--- src/rtl/bottle_pkg.sv ---
// Shared FSM encoding, BCD digit width, default targets and BCD<->binary helpers.
// Helpers operate on up to four BCD digits; callers cast to their own width.
package bottle_pkg;

    localparam int BCD_W      = 4;
    localparam int MAX_DIGITS = 4;
    localparam int BIN_W      = 14;

    localparam logic [15:0] DEF_PILLS = 16'h0010;
    localparam logic [15:0] DEF_BOTS  = 16'h0010;

    typedef enum logic [2:0] {
        ST_IDLE = 3'd0,
        ST_SET  = 3'd1,
        ST_RUN  = 3'd2,
        ST_HOLD = 3'd3,
        ST_FULL = 3'd4
    } state_t;

    function automatic logic [BIN_W-1:0] bcd2bin(input logic [15:0] b);
        logic [BIN_W-1:0] acc;
        acc = '0;
        for (int k = MAX_DIGITS - 1; k >= 0; k--) begin
            acc = acc * 14'd10 + BIN_W'(b[BCD_W*k +: BCD_W]);
        end
        return acc;
    endfunction

    function automatic logic [15:0] bin2bcd(input logic [BIN_W-1:0] v);
        logic [15:0]      r;
        logic [BIN_W-1:0] t;
        r = '0;
        t = v;
        for (int k = 0; k < MAX_DIGITS; k++) begin
            r[BCD_W*k +: BCD_W] = 4'(t % 14'd10);
            t = t / 14'd10;
        end
        return r;
    endfunction

endpackage

--- src/rtl/bcd_counter.sv ---
// Multi-digit BCD counter with clear > load > increment priority; q updates one cycle later.
// term flags that the value about to be written (load value, else q+1) equals tgt.
module bcd_counter
    import bottle_pkg::*;
#(
    parameter int DIGITS = 2
) (
    input  logic                      clk,
    input  logic                      rst_n,
    input  logic                      clr,
    input  logic                      inc,
    input  logic                      ld,
    input  logic [BCD_W*DIGITS-1:0]   ld_val,
    input  logic [BCD_W*DIGITS-1:0]   tgt,
    output logic [BCD_W*DIGITS-1:0]   q,
    output logic                      term
);

    logic [BCD_W*DIGITS-1:0] q_inc;
    logic [BCD_W*DIGITS-1:0] q_nxt;
    logic                    carry;

    always_comb begin
        q_inc = q;
        carry = 1'b1;
        for (int k = 0; k < DIGITS; k++) begin
            if (carry) begin
                if (q[BCD_W*k +: BCD_W] == 4'd9) begin
                    q_inc[BCD_W*k +: BCD_W] = 4'd0;
                end else begin
                    q_inc[BCD_W*k +: BCD_W] = q[BCD_W*k +: BCD_W] + 4'd1;
                    carry = 1'b0;
                end
            end
        end
        q_nxt = ld ? ld_val : q_inc;
        term  = (q_nxt == tgt);
    end

    always_ff @(posedge clk or negedge rst_n) begin
        if (!rst_n) begin
            q <= '0;
        end else if (clr) begin
            q <= '0;
        end else if (ld) begin
            q <= ld_val;
        end else if (inc) begin
            q <= q_inc;
        end
    end

endmodule

--- src/rtl/bottle_fill_ctrl.sv ---
// Multi-lane pill/bottle filling controller with BCD targets, hold/resume and full detection.
// All outputs are registered state; pill and strobe effects are visible one cycle later.
module bottle_fill_ctrl
    import bottle_pkg::*;
#(
    parameter int DIGITS = 2,
    parameter int LANES  = 4
) (
    input  logic                            CLK,
    input  logic                            RST_N,
    input  logic                            EN_set,
    input  logic                            EN_work,
    input  logic                            SET,
    input  logic [BCD_W*DIGITS-1:0]         set_val,
    input  logic                            set_stb,
    input  logic [LANES-1:0]                pill,
    input  logic                            conti,
    input  logic                            resume,
    output logic [BCD_W*DIGITS*LANES-1:0]   lane_cnt,
    output logic [BCD_W*DIGITS-1:0]         bot_cnt,
    output logic [LANES-1:0]                lane_hold,
    output logic [2:0]                      state,
    output logic                            all_full,
    output logic                            cfg_err
);

    localparam int W = BCD_W * DIGITS;
    localparam logic [W-1:0] PILL_DEF = (DIGITS == 1) ? W'(4'h9) : W'(DEF_PILLS);
    localparam logic [W-1:0] BOT_DEF  = (DIGITS == 1) ? W'(4'h9) : W'(DEF_BOTS);

    state_t           st, nxt_st;
    logic [W-1:0]     pills_tgt, bots_tgt;
    logic             clear_all, run, val_ok;
    logic [LANES-1:0] pill_ok, lane_term, done, hold_nxt;
    logic             bot_ld, bot_hit;
    logic [W-1:0]     bot_ld_val;
    logic [BIN_W-1:0] bot_sum, bot_max;

    assign pill_ok  = {LANES{run}} & pill & ~lane_hold;
    assign done     = pill_ok & lane_term;
    assign hold_nxt = lane_hold | (done & ~{LANES{conti}});

    for (genvar i = 0; i < LANES; i++) begin : g_lane
        bcd_counter #(.DIGITS(DIGITS)) u_lane (
            .clk    (CLK),
            .rst_n  (RST_N),
            .clr    (clear_all | done[i]),
            .inc    (pill_ok[i]),
            .ld     (1'b0),
            .ld_val ('0),
            .tgt    (pills_tgt),
            .q      (lane_cnt[i*W +: W]),
            .term   (lane_term[i])
        );
    end

    // Several lanes may finish together: add the popcount in binary, clamp, convert back.
    always_comb begin
        bot_sum = bcd2bin(16'(bot_cnt));
        for (int i = 0; i < LANES; i++) begin
            bot_sum = bot_sum + BIN_W'(done[i]);
        end
        bot_max = bcd2bin(16'(bots_tgt));
        if (bot_sum > bot_max) begin
            bot_sum = bot_max;
        end
        bot_ld_val = W'(bin2bcd(bot_sum));
        bot_ld     = |done;
    end

    bcd_counter #(.DIGITS(DIGITS)) u_bot (
        .clk    (CLK),
        .rst_n  (RST_N),
        .clr    (clear_all),
        .inc    (1'b0),
        .ld     (bot_ld),
        .ld_val (bot_ld_val),
        .tgt    (bots_tgt),
        .q      (bot_cnt),
        .term   (bot_hit)
    );

    always_comb begin
        val_ok = (set_val != '0);
        for (int k = 0; k < DIGITS; k++) begin
            if (set_val[BCD_W*k +: BCD_W] > 4'd9) begin
                val_ok = 1'b0;
            end
        end
    end

    always_ff @(posedge CLK or negedge RST_N) begin
        if (!RST_N) begin
            pills_tgt <= PILL_DEF;
            bots_tgt  <= BOT_DEF;
            cfg_err   <= 1'b0;
            lane_hold <= '0;
        end else begin
            if (st == ST_SET && set_stb) begin
                cfg_err <= !val_ok;
                if (val_ok) begin
                    if (SET) bots_tgt  <= set_val;
                    else     pills_tgt <= set_val;
                end
            end
            if (clear_all || (st == ST_HOLD && resume)) begin
                lane_hold <= '0;
            end else begin
                lane_hold <= hold_nxt;
            end
        end
    end

    always_ff @(posedge CLK or negedge RST_N) begin
        if (!RST_N) begin
            st <= ST_IDLE;
        end else begin
            st <= nxt_st;
        end
    end

    always_comb begin
        nxt_st = st;
        if (EN_set) begin
            nxt_st = ST_SET;
        end else begin
            case (st)
                ST_IDLE: if (EN_work && pills_tgt != '0 && bots_tgt != '0) nxt_st = ST_RUN;
                ST_SET:  nxt_st = ST_IDLE;
                ST_RUN: begin
                    if (bot_ld && bot_hit)  nxt_st = ST_FULL;
                    else if (!EN_work)      nxt_st = ST_IDLE;
                    else if (&hold_nxt)     nxt_st = ST_HOLD;
                end
                ST_HOLD: begin
                    if (!EN_work)    nxt_st = ST_IDLE;
                    else if (resume) nxt_st = ST_RUN;
                end
                ST_FULL: nxt_st = ST_FULL;
                default: nxt_st = ST_IDLE;
            endcase
        end
    end

    always_comb begin
        state     = st;
        all_full  = (st == ST_FULL);
        run       = (st == ST_RUN);
        clear_all = EN_set && (st != ST_SET);
    end

endmodule

--- config.mk ---
export PLATFORM = sky130hd
export DESIGN_NAME = bottle_fill_ctrl
export DESIGN_NICKNAME = d
export VERILOG_FILES = /design/src/rtl/bottle_pkg.sv /design/src/rtl/bcd_counter.sv /design/src/rtl/bottle_fill_ctrl.sv
export SDC_FILE = /design/constraint.sdc
export NUM_CORES = 1
export LEC_CHECK = 0
export ABC_AREA = 1
export CAP_MARGIN = 30
export CORE_UTILIZATION = 33
export CTS_CLUSTER_SIZE = 28
export DETAILED_ROUTE_END_ITERATION = 6
export PLACE_DENSITY = 0.62
export SLEW_MARGIN = 0
export SYNTH_ARGS = -nofsm -noshare
export SYNTH_HDL_FRONTEND = slang
export SYNTH_SLANG_ARGS = --single-unit
--- constraint.sdc ---
create_clock -name CLK -period 8 [get_ports CLK]
set_input_delay 1.6 -clock CLK [delete_from_list [all_inputs] [get_ports CLK]]
set_output_delay 1.6 -clock CLK [all_outputs]
set_load 0.01 [all_outputs]
# Yosys cells after proc, flatten, opt, wreduce, memory -nomap -nowiden

Cells that the tools add are included.

Input port bits: 20
Logic and storage cells: 134
Output and inout bits: 49
Flip-flop bits (word level): 64

Multiplexer cells: 43
Bitwise operators: 12
Magnitude comparators: 3
Reductions and logical operators: 22
Eq/ne operators: 23
Multipliers: 2
Div/mod/pow operators: 3
Add/subtract/negate cells: 16

Operators with widths:

| cell                                                                | number |
|---|---|
| 8-bit two-way mux                                                   | 11 |
| 4-bit two-way mux                                                   | 16 |
| 4-bit by 1-bit adder with 4-bit output (second input constant)      | 10 |
| 4-bit == test (second input constant)                               | 10 |
| 8-bit == test                                                       | 5 |
| 14-bit by 4-bit modulo with 14-bit output (second input constant)   | 2 |
| 8-bit nonzero test                                                  | 3 |
| 3-bit two-way mux                                                   | 7 |
| 8-bit by 4-bit adder with 9-bit output                              | 2 |
| 4-bit AND                                                           | 4 |
| 14-bit by 4-bit divider with 14-bit output (second input constant)  | 1 |
| 4-bit by 3-bit multiplier with 7-bit output (second input constant) | 2 |
| 12-bit by 1-bit adder with 13-bit output                            | 1 |
| 13-bit by 9-bit greater-than comparator with 1-bit output           | 1 |
| 13-bit two-way mux                                                  | 1 |
| 11-bit by 1-bit adder with 12-bit output                            | 1 |
| 3-bit one-hot mux with 4 select lines                               | 1 |
| 10-bit by 1-bit adder with 11-bit output                            | 1 |
| 9-bit by 1-bit adder with 10-bit output                             | 1 |
| 2-bit nonzero test                                                  | 5 |
| 3-bit AND reduction                                                 | 3 |
| 4-bit greater-than comparator (second input constant)               | 2 |
| 4-bit inverter                                                      | 2 |
| 1-bit two-way mux                                                   | 7 |
| other kinds (16)                                                    | 25 |

# Depth between registers and ports, before layout

Gate-level depths: netlist (run 1).

Word-level depth: 19
Mapped depth: 70
Mapped depth without buffers: 70

# By module

A second synthesis (run 1) with hierarchy kept.

Cell total of the unflattened synthesis: 1202
Area, all modules: 7622.3 um^2

By module, submodules not included:

| module           | area an instance (um^2) | cells each | instances | seq. area each (um^2) |
|---|---|---|---|---|
| bcd_counter      | 828.3                   | 139        | 5         | 200.2 |
| bottle_fill_ctrl | 3480.8                  | 507        | 1         | 603.1 |

# Least setup slack after synthesis (run 1)

Ideal clock, no wire load.

Path type: input-to-reg
From: input port pill[1]
To: register st[1] (netlist: state[1])
Required time: 7.882 ns
Arrival: 8.633 ns
Slack: -0.751 ns
Library setup time: 0.118 ns
Stages on the path: 58
Buffers on the path: 0
Path through: nand3_1 > a2111o_1 > nor2_1 > nand4_1 > fa_1 > fa_1 > fa_1 > inv_1 > nand4_1 > nand3_1 > nand2_1 > nand2_1 > inv_1 > ha_1 > a21oi_1 > o21a_1 > nand2_4 > nand2_4 > [22 not listed] > nand4_2 > nand3_2 > nand2_1 > nand2_1 > inv_1 > ha_1 > xor2_1 > nand2_1 > nand2_1 > nand2_2 > nand2_1 > nor2_1 > nor2_1 > nand2_2 > nand3_2 > nand2_1 > nand3_1 > nand2_1

Word-level cells in the longest chain between the ends: 16
Elaborated cells on any way between the ends: 23
Those cells by class: add/sub (3); div (3); order compare (1); eq/ne (2); mux (5); bitwise (5); reduce/logical (4)

RTL lines:

| what                                                      | RTL line                | RTL |
|---|---|---|
| start: declaration                                        | bottle_fill_ctrl.sv:16  | `input logic [LANES-1:0] pill,` |
| 4-bit AND * (2 in a row)                                  | bottle_fill_ctrl.sv:39  | `assign pill_ok = {LANES{run}} & pill & ~lane_hold;` |
| 4-bit AND *                                               | bottle_fill_ctrl.sv:40  | `assign done = pill_ok & lane_term;` |
| 10-bit by 1-bit adder with 11-bit output                  | bottle_fill_ctrl.sv:61  | `bot_sum = bot_sum + BIN_W'(done[i]);` |
| 11-bit by 1-bit adder with 12-bit output                  | bottle_fill_ctrl.sv:61  |  |
| 12-bit by 1-bit adder with 13-bit output                  | bottle_fill_ctrl.sv:61  |  |
| 13-bit by 9-bit greater-than comparator with 1-bit output | bottle_fill_ctrl.sv:64  | `if (bot_sum > bot_max) begin` |
| 13-bit two-way mux                                        | bottle_fill_ctrl.sv:64  |  |
| 14-bit by 4-bit divider with 14-bit output                | bottle_pkg.sv:36        | `t = t / 14'd10;` |
| 14-bit by 4-bit modulo with 14-bit output                 | bottle_pkg.sv:35        | `r[BCD_W*k +: BCD_W] = 4'(t % 14'd10);` |
| 8-bit two-way mux                                         | bcd_counter.sv:36       | `q_nxt = ld ? ld_val : q_inc;` |
| 8-bit == test                                             | bcd_counter.sv:37       | `term = (q_nxt == tgt);` |
| 1-bit logical AND                                         | bottle_fill_ctrl.sv:131 | `if (bot_ld && bot_hit) nxt_st = ST_FULL;` |
| 3-bit two-way mux                                         | bottle_fill_ctrl.sv:131 |  |
| 3-bit one-hot mux with 4 select lines                     | bottle_fill_ctrl.sv:127 | `case (st)` |
| 3-bit two-way mux                                         | bottle_fill_ctrl.sv:124 | `if (EN_set) begin` |
| end signal: assignment                                    | bottle_fill_ctrl.sv:118 | `st <= nxt_st;` |
| end: declaration                                          | bottle_fill_ctrl.sv:31  | `state_t st, nxt_st;` |

Mark *: on every way between the ends. The rest lies on a longest branch, timed or not.
A chain may end at the register's enable or synchronous reset.

# Worst setup path in the final report (run 1)

Ends and elaborated chain as after synthesis.

==> impl_results.md, run 1 <==
- FF-to-FF path depth: 60
- Worst Path Required: 8.22 ns
- Mux cell area share after synthesis: 0%
- Finish-stage setup viols: 4
- Fin nets: 1232
- Register area share after synthesis: 25.25%
- XOR/XNOR Fraction of Synth Area: 5.908%
- Cell Rows: 50
- Fin crit period: 8.602 ns
- Syn_area_per_cell: 7.021 sq um
- Maximum fanout along the worst path: 15
- Slew Viols, Final: 0
- Slowest stage cell, crit path: clkinv_1
- Ys Warns: 0
- Worst reg2reg path endpoint: state[1]$_DFFE_PN0P_
- Hold Path Stages: 2
- Die area: 19810 sq um
- Reg-to-reg critical path startpoint: g_lane[1].u_lane.q[4]$_DFFE_PN0P_
- Die Wd: 140.8 um
- CTS buffer count: 9
- I/O pins: 69
- Rel. slew slack: 35.55%
- Top FF cell, synth: dfrtp_1
- Number of synthesized flops with an enable pin: 0
- Setup CP Type: in -> reg
- Yosys top cell by area: dfrtp_1
- Total grt overflow: 0
- Arr. time, crit path: 8.82 ns
- Clock sinks: 64
- Post-Layout Cell Count: 1399
- Detailed Route Iter0 Violations: 304
- Layout cells sized above 1: 28.84%
- WL/cell: 14.00 um
- Syn-to-layout area delta: 46.79%
- Syn nets: 977
- Largest net degree at the start of global routing: 65
- Avg Vias per Cell: 4.926
- DP HPWL: 14280 um
- Gr usage total: 20.20%
- DR vias: 6891
- Failing checks: setup timing
- Final setup margin: -0.6022 ns
- Maximum clock frequency: 116.3 MHz
- Worst path max stage delay: 0.37 ns
- Synth Cell Area: 6354 sq um
- Clk slew on worst S/H paths: 0.05 ns
- First-pass GRT wire length: 32000 um
- TritonCTS clock tree: built
- Leakage Power: 4.606 nW
- Post-synthesis compound-gate area fraction: 14.34%
- Top cell type's share of synthesized area: 24.42%
- Synth Area in Simple Gates: 33.30%
- Post-Route WL: 19590 um
- Number of global-route vias before repair: 6694
- DR DRC count: 0
- Async set-or-reset flop fraction in the synthesized netlist: 100.0%
- HP Class: reg -> reg
- Period utilization: 107.5%
- Worst-margin pin slew: 0.9424 ns
- Main combinational cell family by area after synthesis: simple AND/OR/NAND/NOR gates
- Critical Path Start Type: input port
- Placeable core region: 18770 sq um
- Routability Congestion: 0.8828
- CP dominant cell by count: buf_4
- Cells after synthesis: 905
- # placed instances: 1320
- Dominant cells by area after synthesis: dfrtp_1, nand2_1, ha_1
- Antenna Nets Post-Route: 0
- Post-Route Utilization: 49.69%
- Initial core utilization: 33.85%
- Initial antenna violation count: 0
- RSZ-0062 raised after global routing: true
- Max-cap viol count: 0
- Final clock skew: 0.006797 ns
- CTS Buffer Depth: 2
- Critical hold path startpoint: g_lane[1].u_lane.q[5]$_DFFE_PN0P_
- Element type at the critical path end: flip-flop
- Clock root cell: clkbuf_16
- Setup slack, reg-to-reg: -0.29 ns
- Post-Synth Adder-Cell Area: 10.95%
- H-Tree Depth: 3
- DRT Pass-1 Iters: 5
- Outcome: finished, violations left
- Final Hold Viols: 0
- Hold endpoint: g_lane[1].u_lane.q[5]$_DFFE_PN0P_
- Post-synthesis cell type count: 51
- Peak supply drop: 152.8 uV
- Port Buf Inserts: 68
- Number of synthesized register bits: 64
- Die Y: 140.8 um
- ANT cells: 0
- Pre-CTS setup slack: -1.392 ns
- PwrDens: 306.5 nW/um^2
- Filler cells: 1788
- Clk Latency, worst-skew pair: 0.33 ns
==> cells by family after synthesis <==
kind of cell               Yosys count
xor gates and xnor gates            42
and+or+nand+nor                    428
buffers and inverters              171
adders and majority gates           52
AOI/OAI and AO/OA                  148
DFF                                 64
==> layout by cell type (no fill, tap or decap), types with 19 or more instances in the layout <==
cell,count
nand3_2,19
nand2_1,158
buf_4,184
clkdlybuf4s50_1,63
inv_1,142
dfrtp_1,62
nand3_1,47
nand2_2,36
ha_1,43
nor2_1,76
a211oi_1,29
a21oi_1,22
xor2_1,29
o21ai_0,64
nand4_1,21
==> cell usage after synthesis, types with 5 or more instances <==
cell / n
o21ai_0: 64
ha_1: 46
a21oi_1: 24
nor4_1: 12
nand3_2: 14
fa_1: 6
a211oi_1: 29
a31oi_1: 5
nand2_2: 23
nand3b_1: 6
nand2_1: 178
nand4_1: 21
xor2_1: 30
o21ai_2: 5
nor2_2: 7
inv_1: 147
dfrtp_1: 62
nand3_1: 58
inv_2: 10
xnor2_1: 11
nand2_4: 9
clkbuf_1: 8
nor2_1: 79
==> through the flow <==
| stage | hold WS, ns | area [sq um] | TNS, ns | power [mW] |
|---|---|---|---|---|
| final | 0.5594 | 9326 | -1.719 | 2.858 |
| after global routing | 0.5921 | 9326 | -4.728 | 3.094 |
| after CTS | 0.5548 | 9143 | -0.8844 | 2.760 |
| after detailed placement | 0.5469 | 8303 | -9.063 | 2.228 |
| after global placement | 0.5327 | 8303 | -7.560 | 2.208 |
| after floorplan | 0.4977 | 6460 | -0.8754 | 1.527 |
==> registers in the layout, indices dropped and copies added (netlist names) <==
register	cells
g_lane.u_lane.q	32
bots_tgt	8
pills_tgt	8
u_bot.q	8
lane_hold	4
state	3
cfg_err	1
==> worst max path at each step <==
stage	slack, ns	cells after the start	from	to
after floorplan	-0.31	58	pill[0]	state[1]$_DFFE_PN0P_
after global placement	-1.22	58	pill[0]	state[1]$_DFFE_PN0P_
after detailed placement	-1.39	63	pill[0]	state[1]$_DFFE_PN0P_
after CTS	-0.33	60	pill[3]	state[1]$_DFFE_PN0P_
after global routing	-1.02	61	pill[0]	state[1]$_DFFE_PN0P_
final	-0.60	57	pill[1]	state[1]$_DFFE_PN0P_
==> report_power, final <==
group | internal [mW] | switching [mW] | total [mW]
registers | 0.387 | 0.0957 | 0.483
clock network | 0.241 | 0.144 | 0.385
logic | 0.923 | 1.07 | 1.99
total | 1.55 | 1.31 | 2.86
==> critical path, delay by kind of cell <==
family / cells / cell delay, ns
adders and majority gates: 1 / 0.16
buffers and inverters: 38 / 4.90
xor gates and xnor gates: 1 / 0.15
AOI/OAI and AO/OA: 1 / 0.30
and+or+nand+nor: 16 / 1.74
==> repair_timing <==
item | CTS | global route
hold buffers | 0 | 0
pin swaps | 48 | 17
resized for setup | 50 | 26
buffers inserted | 54 | 9
endpoints found under the setup margin | 10 | 10
hold endpoints to repair | 0 | 0
==> metal layers <==
metal	GRT usage, %	routed length [um]	share of wire [%]
met5	0	0	0
met4	7.551	540	2.8
met2	35.43	9521	49
met1	24.61	8693	44
met3	3.635	833	4.3
==> area by class of cell <==
cell class / instances / area [sq um] / area share [%]
Sequential cell: 64 / 1604 / 17.20
Inverter: 162 / 615.6 / 6.600
Tap cell: 234 / 292.8 / 3.139
Timing Repair Buffer: 253 / 2074 / 22.24
Clock inverter: 3 / 42.54 / 0.4561
Clock buffer: 13 / 240.2 / 2.576
Multi-Input combinational cell: 670 / 4457 / 47.79
Power figures use the tool's default switching activity.
==> inputs of run 2 (changes only) <==
TNS_END_PERCENT = 1   (was default)
==> impl_results.md, run 2 (synthesized netlist as in run 1, its figures left out) <==
- Arr. time, crit path: 8.75 ns
- Period utilization: 106.8%
- Fin crit period: 8.543 ns
- Clock sinks: 64
- Most frequent cells in the layout: buf_4, nand2_1, inv_1, nor2_1
- Die area: 19810 sq um
- Number of global-route vias before repair: 6446
- Layout cells sized above 1: 27.85%
- Element type at the critical path end: flip-flop
- Slowest stage cell, crit path: fa_1
- Initial core utilization: 33.85%
- DR DRC count: 0
- RSZ-0062 raised after global routing: true
- HP Class: reg -> reg
- Avg Vias per Cell: 4.880
- Final setup margin: -0.5425 ns
- Max-cap viol count: 0
- Setup_tns: -1.858 ns
- Gr usage total: 19.42%
- Wl on met1: 8716 um
- Number of flip-flops in the largest register: 32
- Final clock skew: 0.005096 ns
- Outcome: finished, violations left
- Met2 WL: 8775 um
- Failing checks: setup timing
- Clk Latency, worst-skew pair: 0.33 ns
- Finish-stage setup viols: 6
- Detailed Route Iter0 Violations: 308
- I/O pins: 69
- Setup CP Type: in -> reg
- # placed instances: 1329
- CTS Buffer Depth: 2
- ANT cells: 0
- Peak supply drop: 156.2 uV
- Critical Path Start Type: input port
- Maximum clock frequency: 117.1 MHz
- WL met3: 561 um
- Total grt overflow: 0
- H-Tree Depth: 3
- DP HPWL: 14060 um
- Initial antenna violation count: 0
- Clock root cell: clkbuf_16
- Top reg by flops: g_lane.u_lane.q
- DRT Pass-1 Iters: 4
- Placeable core region: 18770 sq um
- TritonCTS clock tree: built
- Commonest non-fill, non-tap cell in the layout: buf_4
- WL/cell: 13.46 um
- PwrDens: 326.0 nW/um^2
- Rel. slew slack: 41.79%
- Largest net degree at the start of global routing: 65
- Die Y: 140.8 um
- Syn-to-layout area delta: 45.04%
- Fin nets: 1209
- Port Buf Inserts: 68
- Leakage Power: 4.548 nW
- Cell Rows: 50
- Post-Route WL: 18520 um
- Worst-margin pin slew: 0.8732 ns
- Post-route cell area: 9215 sq um
- Total power: 3.004 mW
- Post-Layout Cell Count: 1376
- CP dominant cell by count: nand2_4
- Worst path max stage delay: 0.54 ns
- Die Wd: 140.8 um
- DR vias: 6715
- Maximum fanout along the worst path: 7
- CTS buffer count: 9
- Final Hold Viols: 0
- Routability Congestion: 0.8696
- Top routing layer in use: met4
- First-pass GRT wire length: 31050 um
- Slew Viols, Final: 0
- Clk slew on worst S/H paths: 0.05 ns
- Hold slack: 0.5263 ns
- # hold bufs at CTS: 0
- Placed inst area: 8371 sq um
- Antenna Nets Post-Route: 0
- Worst Path Required: 8.21 ns
==> run 2: path summary, 6_finish.rpt <==
check	from	end	slack, ns	depth (start not counted)
setup / recovery	pill[0]	state[0]$_DFFE_PN0P_	-0.54	62
hold / removal	cfg_err$_DFFE_PN0P_	cfg_err$_DFFE_PN0P_	0.53	2
setup reg to reg	g_lane[0].u_lane.q[4]$_DFFE_PN0P_	state[0]$_DFFE_PN0P_	-0.36	67
hold reg to reg	cfg_err$_DFFE_PN0P_	cfg_err$_DFFE_PN0P_	0.53	2
max in group asynchronous	RST_N	g_lane[0].u_lane.q[4]$_DFFE_PN0P_	5.96	2
min in group asynchronous	RST_N	g_lane[2].u_lane.q[0]$_DFFE_PN0P_	1.44	2
==> run 2: per-stage QoR <==
| stage | util [%] | setup slack, ns |
|---|---|---|
| final | 49.10 | -0.5425 |
| after global routing | 49.10 | -1.039 |
| after CTS | 48.03 | -0.3323 |
| after detailed placement | 44.60 | -1.281 |
| after global placement | 44.60 | -1.109 |
| after floorplan | - | -0.3149 |
==> run 2: metal layers <==
metal | track usage (%) | up-vias
met3 | 2.514 | 32
met4 | 6.522 | 0
met1 | 24.66 | 3118
met2 | 33.91 | 118
li1 | - | 3447
met5 | 0 | -
==> run 2: area by class of cell <==
type,count,area [sq um]
Clock buffer,12,246.5
Timing Repair Buffer,230,1889
Sequential cell,64,1604
Inverter,162,620.6
Fill cell,1819,9553
Clock inverter,4,45.04
Multi-Input combinational cell,670,4517
Tap cell,234,292.8
==> run 2: report_power, final <==
part	switching (mW)	leakage [nW]	internal, mW
registers	0.0871	0.849	0.387
logic	1.11	3.55	1.03
clock network	0.144	0.146	0.248
total	1.34	4.55	1.66
==> run 2: what timing repair did <==
item,CTS,global route
hold endpoints to repair,0,0
cloned,0,0
gates resized for setup,56,26
pin swaps,52,34
setup endpoints to repair,10,10
buffers inserted,20,11
==> run 2: worst max-delay path, delay by kind of cell <==
| kind | cells | cell delay [ns] |
|---|---|---|
| buffers and inverters | 12 | 1.03 |
| AOI/OAI and AO/OA | 1 | 0.07 |
| adders and majority gates | 5 | 1.81 |
| and+or+nand+nor | 43 | 4.06 |
| xor gates and xnor gates | 1 | 0.16 |
